[src/rtl/ads8556_emu_if.sv]
// ADS8556 host bus: CONVST, strobes, reset/standby pins, data bus, BUSY.
// master = host side, slave = emulator side.
interface ads8556_emu_if;
    logic        adc_conv;
    logic        adc_csn;
    logic        adc_rdn;
    logic        adc_wrn;
    logic        adc_standbyn;
    logic        adc_reset;
    logic [15:0] adc_data_in;
    logic [15:0] adc_data_out;
    logic        adc_data_t;
    logic        adc_busy;

    modport master (
        output adc_conv, adc_csn, adc_rdn, adc_wrn,
        output adc_standbyn, adc_reset, adc_data_in,
        input  adc_data_out, adc_data_t, adc_busy
    );

    modport slave (
        input  adc_conv, adc_csn, adc_rdn, adc_wrn,
        input  adc_standbyn, adc_reset, adc_data_in,
        output adc_data_out, adc_data_t, adc_busy
    );
endinterface

[src/rtl/ads8556_emu.sv]
// ADS8556 emulator: CONVST/BUSY timing, six-channel readback, config writes.
// Ports: clk/rst, bus (slave modport), ch0..ch5 samples, cfg_reg/cfg_valid, conv_drop.
module ads8556_emu #(
    parameter int          CLK_FREQ    = 100_000_000,
    parameter int          CONV_CYCLES = 200,
    parameter logic [31:0] CFG_DEFAULT = 32'h0000_03FF
) (
    input  logic                clk,
    input  logic                rst,
    ads8556_emu_if.slave        bus,
    input  logic [15:0]         ch0,
    input  logic [15:0]         ch1,
    input  logic [15:0]         ch2,
    input  logic [15:0]         ch3,
    input  logic [15:0]         ch4,
    input  logic [15:0]         ch5,
    output logic [31:0]         cfg_reg,
    output logic                cfg_valid,
    output logic                conv_drop
);

    if (CONV_CYCLES < 4 || CONV_CYCLES > 65535 || CLK_FREQ <= 0) begin : g_bad_param
        $error("ads8556_emu: parameter out of range");
    end

    typedef enum logic [1:0] {
        S_IDLE  = 2'd0,
        S_CONV  = 2'd1,
        S_READY = 2'd2
    } state_t;

    localparam logic [15:0] CNT_LOAD = 16'(CONV_CYCLES - 1);
    // bit order: conv, csn, rdn, wrn, standbyn, reset; standbyn idles high
    localparam logic [5:0]  SYNC_RST = 6'b000010;

    logic [5:0]  meta_q, meta_d;
    logic [5:0]  sync_q, sync_d;
    logic [2:0]  prev_q, prev_d;

    state_t      state_q, state_d;
    logic [15:0] cnt_q, cnt_d;
    logic        busy_q, busy_d;
    logic [2:0]  ptr_q, ptr_d;
    logic [15:0] shadow_q [0:5];
    logic [15:0] shadow_d [0:5];
    logic [31:0] cfg_q, cfg_d;
    logic        word_q, word_d;
    logic        valid_q, valid_d;
    logic        drop_q, drop_d;
    logic        data_t_q, data_t_d;
    logic [15:0] data_out_q, data_out_d;

    logic conv_s, csn_s, rdn_s, wrn_s, stby_s, devrst_s;
    logic conv_rise, rdn_rise, wrn_rise, rd_act;

    assign conv_s   = sync_q[5];
    assign csn_s    = sync_q[4];
    assign rdn_s    = sync_q[3];
    assign wrn_s    = sync_q[2];
    assign stby_s   = sync_q[1];
    assign devrst_s = sync_q[0];

    assign conv_rise = conv_s & ~prev_q[2];
    assign rdn_rise  = rdn_s & ~prev_q[1];
    assign wrn_rise  = wrn_s & ~prev_q[0];
    assign rd_act    = ~csn_s & ~rdn_s;

    always_comb begin
        meta_d = {bus.adc_conv, bus.adc_csn, bus.adc_rdn,
                  bus.adc_wrn, bus.adc_standbyn, bus.adc_reset};
        sync_d = meta_q;
        prev_d = {conv_s, rdn_s, wrn_s};
    end

    always_comb begin
        state_d    = state_q;
        cnt_d      = cnt_q;
        busy_d     = busy_q;
        ptr_d      = ptr_q;
        shadow_d   = shadow_q;
        cfg_d      = cfg_q;
        word_d     = word_q;
        valid_d    = 1'b0;
        drop_d     = 1'b0;
        data_t_d   = ~rd_act;
        data_out_d = rd_act ? shadow_q[ptr_q] : 16'h0000;

        if (~csn_s & rdn_rise) begin
            ptr_d = (ptr_q == 3'd5) ? 3'd0 : ptr_q + 3'd1;
        end

        // a write edge counts only if rdn stayed high across it
        if (~csn_s & wrn_rise & rdn_s & prev_q[1]) begin
            if (!word_q) begin
                cfg_d[31:16] = bus.adc_data_in;
                word_d       = 1'b1;
            end else begin
                cfg_d[15:0] = bus.adc_data_in;
                word_d      = 1'b0;
                valid_d     = 1'b1;
            end
        end

        unique case (state_q)
            S_IDLE, S_READY: begin
                if (conv_rise) begin
                    if (stby_s) begin
                        state_d = S_CONV;
                        busy_d  = 1'b1;
                        cnt_d   = CNT_LOAD;
                        word_d  = 1'b0;
                    end else begin
                        drop_d = 1'b1;
                    end
                end
            end
            S_CONV: begin
                if (conv_rise) begin
                    drop_d = 1'b1;
                end
                if (!stby_s) begin
                    state_d = S_IDLE;
                    busy_d  = 1'b0;
                end else if (cnt_q == 16'd0) begin
                    state_d     = S_READY;
                    busy_d      = 1'b0;
                    ptr_d       = 3'd0;
                    shadow_d[0] = ch0;
                    shadow_d[1] = ch1;
                    shadow_d[2] = ch2;
                    shadow_d[3] = ch3;
                    shadow_d[4] = ch4;
                    shadow_d[5] = ch5;
                end else begin
                    cnt_d = cnt_q - 16'd1;
                end
            end
            default: begin
                state_d = S_IDLE;
                busy_d  = 1'b0;
            end
        endcase

        // device reset pin: everything but the synchronizers
        if (devrst_s) begin
            state_d    = S_IDLE;
            cnt_d      = 16'd0;
            busy_d     = 1'b0;
            ptr_d      = 3'd0;
            cfg_d      = CFG_DEFAULT;
            word_d     = 1'b0;
            valid_d    = 1'b0;
            drop_d     = 1'b0;
            data_t_d   = 1'b1;
            data_out_d = 16'h0000;
            for (int i = 0; i < 6; i++) begin
                shadow_d[i] = 16'h0000;
            end
        end
    end

    always_ff @(posedge clk or posedge rst) begin
        if (rst) begin
            meta_q     <= SYNC_RST;
            sync_q     <= SYNC_RST;
            prev_q     <= 3'b000;
            state_q    <= S_IDLE;
            cnt_q      <= 16'd0;
            busy_q     <= 1'b0;
            ptr_q      <= 3'd0;
            cfg_q      <= CFG_DEFAULT;
            word_q     <= 1'b0;
            valid_q    <= 1'b0;
            drop_q     <= 1'b0;
            data_t_q   <= 1'b1;
            data_out_q <= 16'h0000;
            for (int i = 0; i < 6; i++) begin
                shadow_q[i] <= 16'h0000;
            end
        end else begin
            meta_q     <= meta_d;
            sync_q     <= sync_d;
            prev_q     <= prev_d;
            state_q    <= state_d;
            cnt_q      <= cnt_d;
            busy_q     <= busy_d;
            ptr_q      <= ptr_d;
            cfg_q      <= cfg_d;
            word_q     <= word_d;
            valid_q    <= valid_d;
            drop_q     <= drop_d;
            data_t_q   <= data_t_d;
            data_out_q <= data_out_d;
            for (int i = 0; i < 6; i++) begin
                shadow_q[i] <= shadow_d[i];
            end
        end
    end

    assign bus.adc_busy     = busy_q;
    assign bus.adc_data_t   = data_t_q;
    assign bus.adc_data_out = data_out_q;
    assign cfg_reg          = cfg_q;
    assign cfg_valid        = valid_q;
    assign conv_drop        = drop_q;

endmodule

[src/flat_wrapper.sv]
// flat-port wrapper written by rule: the top's interface ports become plain ports
module ads8556_emu_flat 
#(
    parameter int          CLK_FREQ    = 100_000_000,
    parameter int          CONV_CYCLES = 200,
    parameter logic [31:0] CFG_DEFAULT = 32'h0000_03FF
)
  (clk, rst, ch0, ch1, ch2, ch3, ch4, ch5, cfg_reg, cfg_valid, conv_drop, bus_adc_conv, bus_adc_csn, bus_adc_rdn, bus_adc_wrn, bus_adc_standbyn, bus_adc_reset, bus_adc_data_in, bus_adc_data_out, bus_adc_data_t, bus_adc_busy);
  ads8556_emu_if bus_i ();
  input  logic clk;
  input  logic rst;
  input  logic [15:0] ch0;
  input  logic [15:0] ch1;
  input  logic [15:0] ch2;
  input  logic [15:0] ch3;
  input  logic [15:0] ch4;
  input  logic [15:0] ch5;
  output logic [31:0] cfg_reg;
  output logic cfg_valid;
  output logic conv_drop;
  input wire logic [$bits(bus_i.adc_conv)-1:0] bus_adc_conv;
  input wire logic [$bits(bus_i.adc_csn)-1:0] bus_adc_csn;
  input wire logic [$bits(bus_i.adc_rdn)-1:0] bus_adc_rdn;
  input wire logic [$bits(bus_i.adc_wrn)-1:0] bus_adc_wrn;
  input wire logic [$bits(bus_i.adc_standbyn)-1:0] bus_adc_standbyn;
  input wire logic [$bits(bus_i.adc_reset)-1:0] bus_adc_reset;
  input wire logic [$bits(bus_i.adc_data_in)-1:0] bus_adc_data_in;
  output wire logic [$bits(bus_i.adc_data_out)-1:0] bus_adc_data_out;
  output wire logic [$bits(bus_i.adc_data_t)-1:0] bus_adc_data_t;
  output wire logic [$bits(bus_i.adc_busy)-1:0] bus_adc_busy;
  assign bus_i.adc_conv = bus_adc_conv;
  assign bus_i.adc_csn = bus_adc_csn;
  assign bus_i.adc_rdn = bus_adc_rdn;
  assign bus_i.adc_wrn = bus_adc_wrn;
  assign bus_i.adc_standbyn = bus_adc_standbyn;
  assign bus_i.adc_reset = bus_adc_reset;
  assign bus_i.adc_data_in = bus_adc_data_in;
  assign bus_adc_data_out = bus_i.adc_data_out;
  assign bus_adc_data_t = bus_i.adc_data_t;
  assign bus_adc_busy = bus_i.adc_busy;
  ads8556_emu #(.CLK_FREQ(CLK_FREQ), .CONV_CYCLES(CONV_CYCLES), .CFG_DEFAULT(CFG_DEFAULT)) u_core (.clk(clk), .rst(rst), .bus(bus_i), .ch0(ch0), .ch1(ch1), .ch2(ch2), .ch3(ch3), .ch4(ch4), .ch5(ch5), .cfg_reg(cfg_reg), .cfg_valid(cfg_valid), .conv_drop(conv_drop));
endmodule
[config.mk]
export PLATFORM = sky130hd
export DESIGN_NAME = ads8556_emu_flat
export DESIGN_NICKNAME = d
export VERILOG_FILES = /design/src/rtl/ads8556_emu_if.sv /design/src/rtl/ads8556_emu.sv /design/src/flat_wrapper.sv
export SDC_FILE = /design/constraint.sdc
export NUM_CORES = 1
export LEC_CHECK = 0
export BUFFER_PORTS_ARGS = -buffer_cell sky130_fd_sc_hd__buf_2
export CAP_MARGIN = 20
export CORE_ASPECT_RATIO = 0.5
export CORE_MARGIN = 2
export CORE_UTILIZATION = 51
export CTS_BUF_LIST = sky130_fd_sc_hd__clkbuf_8
export CTS_CLUSTER_DIAMETER = 30
export DETAILED_ROUTE_END_ITERATION = 7
export GPL_TIMING_DRIVEN = 0
export PLACE_DENSITY = 0.78
export SKIP_LAST_GASP = 1
export SYNTH_ARGS = -nofsm -noshare
export SYNTH_HDL_FRONTEND = slang
export SYNTH_SLANG_ARGS = --single-unit
[constraint.sdc]
create_clock -name clk -period 5.85 [get_ports clk]
set_clock_uncertainty 0.1 [all_clocks]
set_input_delay 0.585 -clock clk [delete_from_list [all_inputs] [get_ports clk]]
set_output_delay 0.585 -clock clk [all_outputs]
set_load 0.03 [all_outputs]
# Word-level counts from Yosys, hierarchy flattened
# Index checks and enable logic that the tools add are counted.
[totals]
wordCells = 113
out_inout_bits = 52
in_bits = 120
ff_bits = 185
[classes]
n_eq_ne = 9
muxes = 52
n_bitwise = 15
order_cmp = 1
n_addsub = 2
n_reduce_logical = 14
[ops]
columns = ["cell", "count"]
rows = [
  ["2-to-1 mux 96 bit", 4],
  ["2-to-1 mux 16 bit", 11],
  ["2-to-1 mux 32 bit", 2],
  ["binary-select mux 16 bit (select 3 bit)", 1],
  ["case mux 16 bit (2 select lines)", 1],
  ["2-to-1 mux 1 bit", 19],
  ["2-to-1 mux 3 bit", 6],
  ["logical NOT 16 bit", 1],
  ["subtractor 16 x 1 -> 16 bit (second input constant)", 1],
  ["2-to-1 mux 2 bit", 5],
  ["nonzero test 2 bit", 5],
  ["!= test 3 x 1 -> 1 bit (second input constant)", 3],
  ["AND 1 bit", 8],
  ["inverter 1 bit", 6],
  ["AND reduction 3 bit", 2],
  ["AND reduction 5 bit", 1],
  [">= comparator 4 bit (second input constant)", 1],
  ["!= test 4 bit (second input constant)", 1],
  ["inverter 3 -> 4 bit", 1],
  ["case mux 1 bit (2 select lines)", 2],
  ["case mux 2 bit (2 select lines)", 1],
  ["AND reduction 2 bit", 2],
  ["adder 3 x 1 -> 3 bit (second input constant)", 1],
  ["== test 3 bit (second input constant)", 1],
  ["other kinds (7)", 7],
]

# Logic depth before layout (Yosys ltp)
[depth]
depth_word = 10
ltp_mapped = 9
mapped_depth_nobuf = 6

# Worst setup path before layout
# No wires, ideal clock.
[synth_timing]
path_type = "register to register"
start = "register u_core.cnt_q[0]"
end = "register u_core.shadow_q[80] (netlist name)"
n_path_buf = 2
arrival_ps = 2040
slack_ps = 3589
synth_period_minus_slack_ps = 2261
setup_ps = 121
path_stages_with_launch = 9
required_ps = 5629
cell_sequence = "dfrtp_1 inv_1 ha_1 nor4b_1 and3_1 a31oi_2 buf_2 buf_2 a22o_1"
[synth_between]
elab_chain_cells = 3
[synth_lines]
columns = ["element", "line", "source"]
rows = [
  ["from (decl)", "ads8556_emu.sv:41", "logic [15:0] cnt_q, cnt_d;"],
  ["from (signal assigned)", "ads8556_emu.sv:185", "cnt_q <= cnt_d;"],
  ["logical NOT 16 bit", "ads8556_emu.sv:124", "end else if (cnt_q == 16'd0) begin"],
  ["nonzero test 2 bit (no line)", "n/a", ""],
  ["AND reduction 3 bit (no line)", "n/a", ""],
  ["to (signal, indexed assignment)", "ads8556_emu.sv:195", "shadow_q[i] <= shadow_d[i];"],
  ["to (decl)", "ads8556_emu.sv:44", "logic [15:0] shadow_q [0:5];"],
]
# Every way passes these cells.
# A chain may end at the register's enable or synchronous reset.

# Worst setup path in the final report
[layout_timing]
start = "register u_core.cnt_q[0]"
end = "register u_core.shadow_q[86] (netlist name)"
# The elaborated chain is that of the path after synthesis.

==> reports/metrics.cfg <==
[clock_tree]
cts.clk_slew.worst_paths_ns = 0.10
holdBufCountCts = 0
post_cts_buffers = 0
cts_root_buf = clkbuf_8
cts.htree.levels = 4
cts_buffers = 17
clk_path_buf_depth = 2
cts_resized = 0
clock_latency_ns = 0.46
cts_tree = built
clock_sinks = 185

[global_routing]
grt_pass1_wl_um = 30900
antenna_found_initial = 0
grt_max_degree = 136
grt_pass1_vias = 5870
met1_usage_pct = 34.9
grtUsageTotal_pct = 24.8
grtUsageMet2_pct = 38.6
overflow = 0
grt_use_met3_pct = 6.28
grt_busiest_layer = met2

[layout]
final_area_um2 = 9280
drive_above_1_share_pct = 30.9
syn2layout_area_growth_pct = 19.8
nets = 948
n_antenna_cell = 0
largest_reg_flops = 96

[critical_path]
crit_path_start_kind = flop
cp_max_fo = 10
crit_start = u_core.cnt_q[0]$_DFFE_PP0P_
critPathCaptureType = flop
crit_type = reg2reg
r2r_setup_slack_ns = 2.94
worst_r2r_endpoint = u_core.shadow_q[86]$_DFFE_PP0P_
r2r_cells = 8
worstReg2RegStart = u_core.cnt_q[0]$_DFFE_PP0P_
arrival_ns = 3.16
cp_data_required_time_ns = 6.10

[pwr]
leakage_uw = 0.00468
total_power_uw = 2400
ir_worst_vdd_uv = 177
powerDensity_nw_per_um2 = 258

[timing]
clock.fmax_mhz = 344
max_slew_margin_pct = 43.8
tightest_slew_ns = 0.832
finalCritPeriodShare_pct = 49.8
grt_setup_unrepaired = no
final.setup.tns_ns = 0
setup_viol_count_final = 0
hold_ws_ns = 0.0203
final-hold-violation-count = 0
drv_slew = 0
period_needed_ns = 2.91

[job]
drv_cap = 0

[routing]
wirelength_um = 19700
wl_per_cell_um = 19.0
dr.pass1.iters = 4
drt-vias-per-instance = 5.80
drtIter0Drc = 457
drcViolationCount = 0
ant_nets = 0
num_vias = 6012

[floorplan]
die_area_um2 = 16300
start_util_pct = 52.9
die_h_um = 91.2
rows = 31
die_w_um = 178
ios = 172
coreArea_um2 = 14700

[synth]
synth_edf_count = 0
yosysWarnings = 0
syn_area_per_cell_um2 = 12.2
yosysSeqAreaShare_pct = 59.9
ys_types = 56
yosys_register_bits = 185
synth_ff_type = dfrtp_1
async_flop_share_pct = 100
synth_fp_nets = 757
syn-cell-area_um2 = 7750
synth_cells = 635

[run_status]
outcome = complete, no violations

[placed_design]
place.port_buffers = 171
gp_congestion = 0.869
hpwl_um = 14100
dpl_cell_area_um2 = 8890

[worst_hold_path]
worstHoldPathType = in2async

==> placed cells by master (no fill, tap or decap), types with 5 or more instances in the layout <==
cell        n
inv_1       7
clkinv_4    5
clkbuf_8   20
mux2i_1    51
a22o_1     98
nor2_1     45
clkbuf_1   28
dfstp_2    13
a21oi_1    23
o211ai_1    6
dfrtp_1   172
nor3_1      5
nand3_1    13
or3_1       7
mux2_2     16
o31ai_1     5
nand4_1     5
nand2_1    40
o22ai_1    15
buf_2     182
or4_1       6
==> cells by family (layout without fill, tap and decap cells) <==
kind of cell | after synthesis | count (layout) | synth area share, %
AOI/OAI and AO/OA | 169 | 169 | 17.1
DFF | 185 | 185 | 59.9
adders and majority gates | 2 | 2 | 0.323
buffers and inverters | 53 | 257 | 2.94
muxes | 68 | 68 | 9.20
and+or+nand+nor | 156 | 156 | 10.3
xor gates and xnor gates | 2 | 2 | 0.226
==> per-stage QoR <==
stage / instances / worst slack (ns) / util [%]
6_report: 1037 / 2.94 / 63.3
5_1_grt: 1037 / 2.68 / 63.3
3_3_place_gp: 1004 / -1.73 / 60.4
2_1_floorplan: 635 / 0.158 / -
3_5_place_dp: 1005 / 3.07 / 60.6
4_1_cts: 1037 / 3.01 / 63.3
==> routing by layer <==
layer,part of all wire [%],vias to the layer above
met5,0,-
met4,1.3,0
met3,7.0,21
met2,47,209
met1,44,3043
li1,-,2739
==> how the worst max path moves through the flow <==
stage | endpoint | slack [ns] | depth (start not counted)
after global routing | u_core.cnt_q[11]$_DFFE_PP0P_ | 2.68 | 6
final | u_core.shadow_q[86]$_DFFE_PP0P_ | 2.94 | 8
after floorplan | u_core.bus.adc_busy$_DFFE_PP0P_ | 0.16 | 1
after global placement | u_core.shadow_q[41]$_DFFE_PP0P_ | -1.73 | 2
after CTS | u_core.shadow_q[86]$_DFFE_PP0P_ | 3.01 | 8
after detailed placement | u_core.shadow_q[86]$_DFFE_PP0P_ | 3.07 | 8
==> report_power, final <==
| part | switching (uW) | leakage [uW] | internal (uW) |
|---|---|---|---|
| clock | 468 | 0.000209 | 377 |
| combinational | 143 | 0.00197 | 89.4 |
| sequential | 19.7 | 0.00250 | 1300 |
| total | 631 | 0.00468 | 1770 |
==> final cells by class <==
| class | instances | area [um^2] |
|---|---|---|
| plain buffers | 47 | 205 |
| clock buffers | 20 | 275 |
| clock inverters | 12 | 120 |
| fillers | 1170 | 5380 |
| inverters | 6 | 30.0 |
| multi-input cells | 397 | 2880 |
| flip-flops and latches | 185 | 4650 |
| well taps | 198 | 248 |
| repair buffers | 172 | 883 |
==> cells in the mapped netlist, types with 3 or more instances <==
cell type	n	area, um^2
dfrtp_1	172	4300
a22o_1	98	858
mux2i_1	51	510
nor2_1	45	169
nand2_1	40	150
clkbuf_1	28	105
a21oi_1	23	115
mux2_2	16	180
o22ai_1	15	93.8
dfstp_2	13	342
nand3_1	13	65.1
buf_2	11	55.1
or3_1	7	43.8
inv_1	6	22.5
o211ai_1	6	45.0
or4_1	6	45.0
nand4_1	5	31.3
nor3_1	5	25.0
o31ai_1	5	37.5
a21boi_0	4	30.0
and3_1	4	25.0
buf_1	4	15.0
buf_4	4	30.0
nand2b_1	4	25.0
nor4b_1	4	35.0
o21ai_0	4	20.0
and2_1	3	18.8
nand3b_1	3	22.5
nor2b_1	3	18.8
==> worst max-delay path: stages (launching register included) <==
cell	delay [ns]
dfrtp_1	0.42
inv_1	0.07
ha_1	0.19
nor4b_1	0.70
and3_1	0.30
a31oi_2	0.27
buf_2	0.29
buf_2	0.21
a22o_1	0.25
Power figures use the tool's default switching activity.
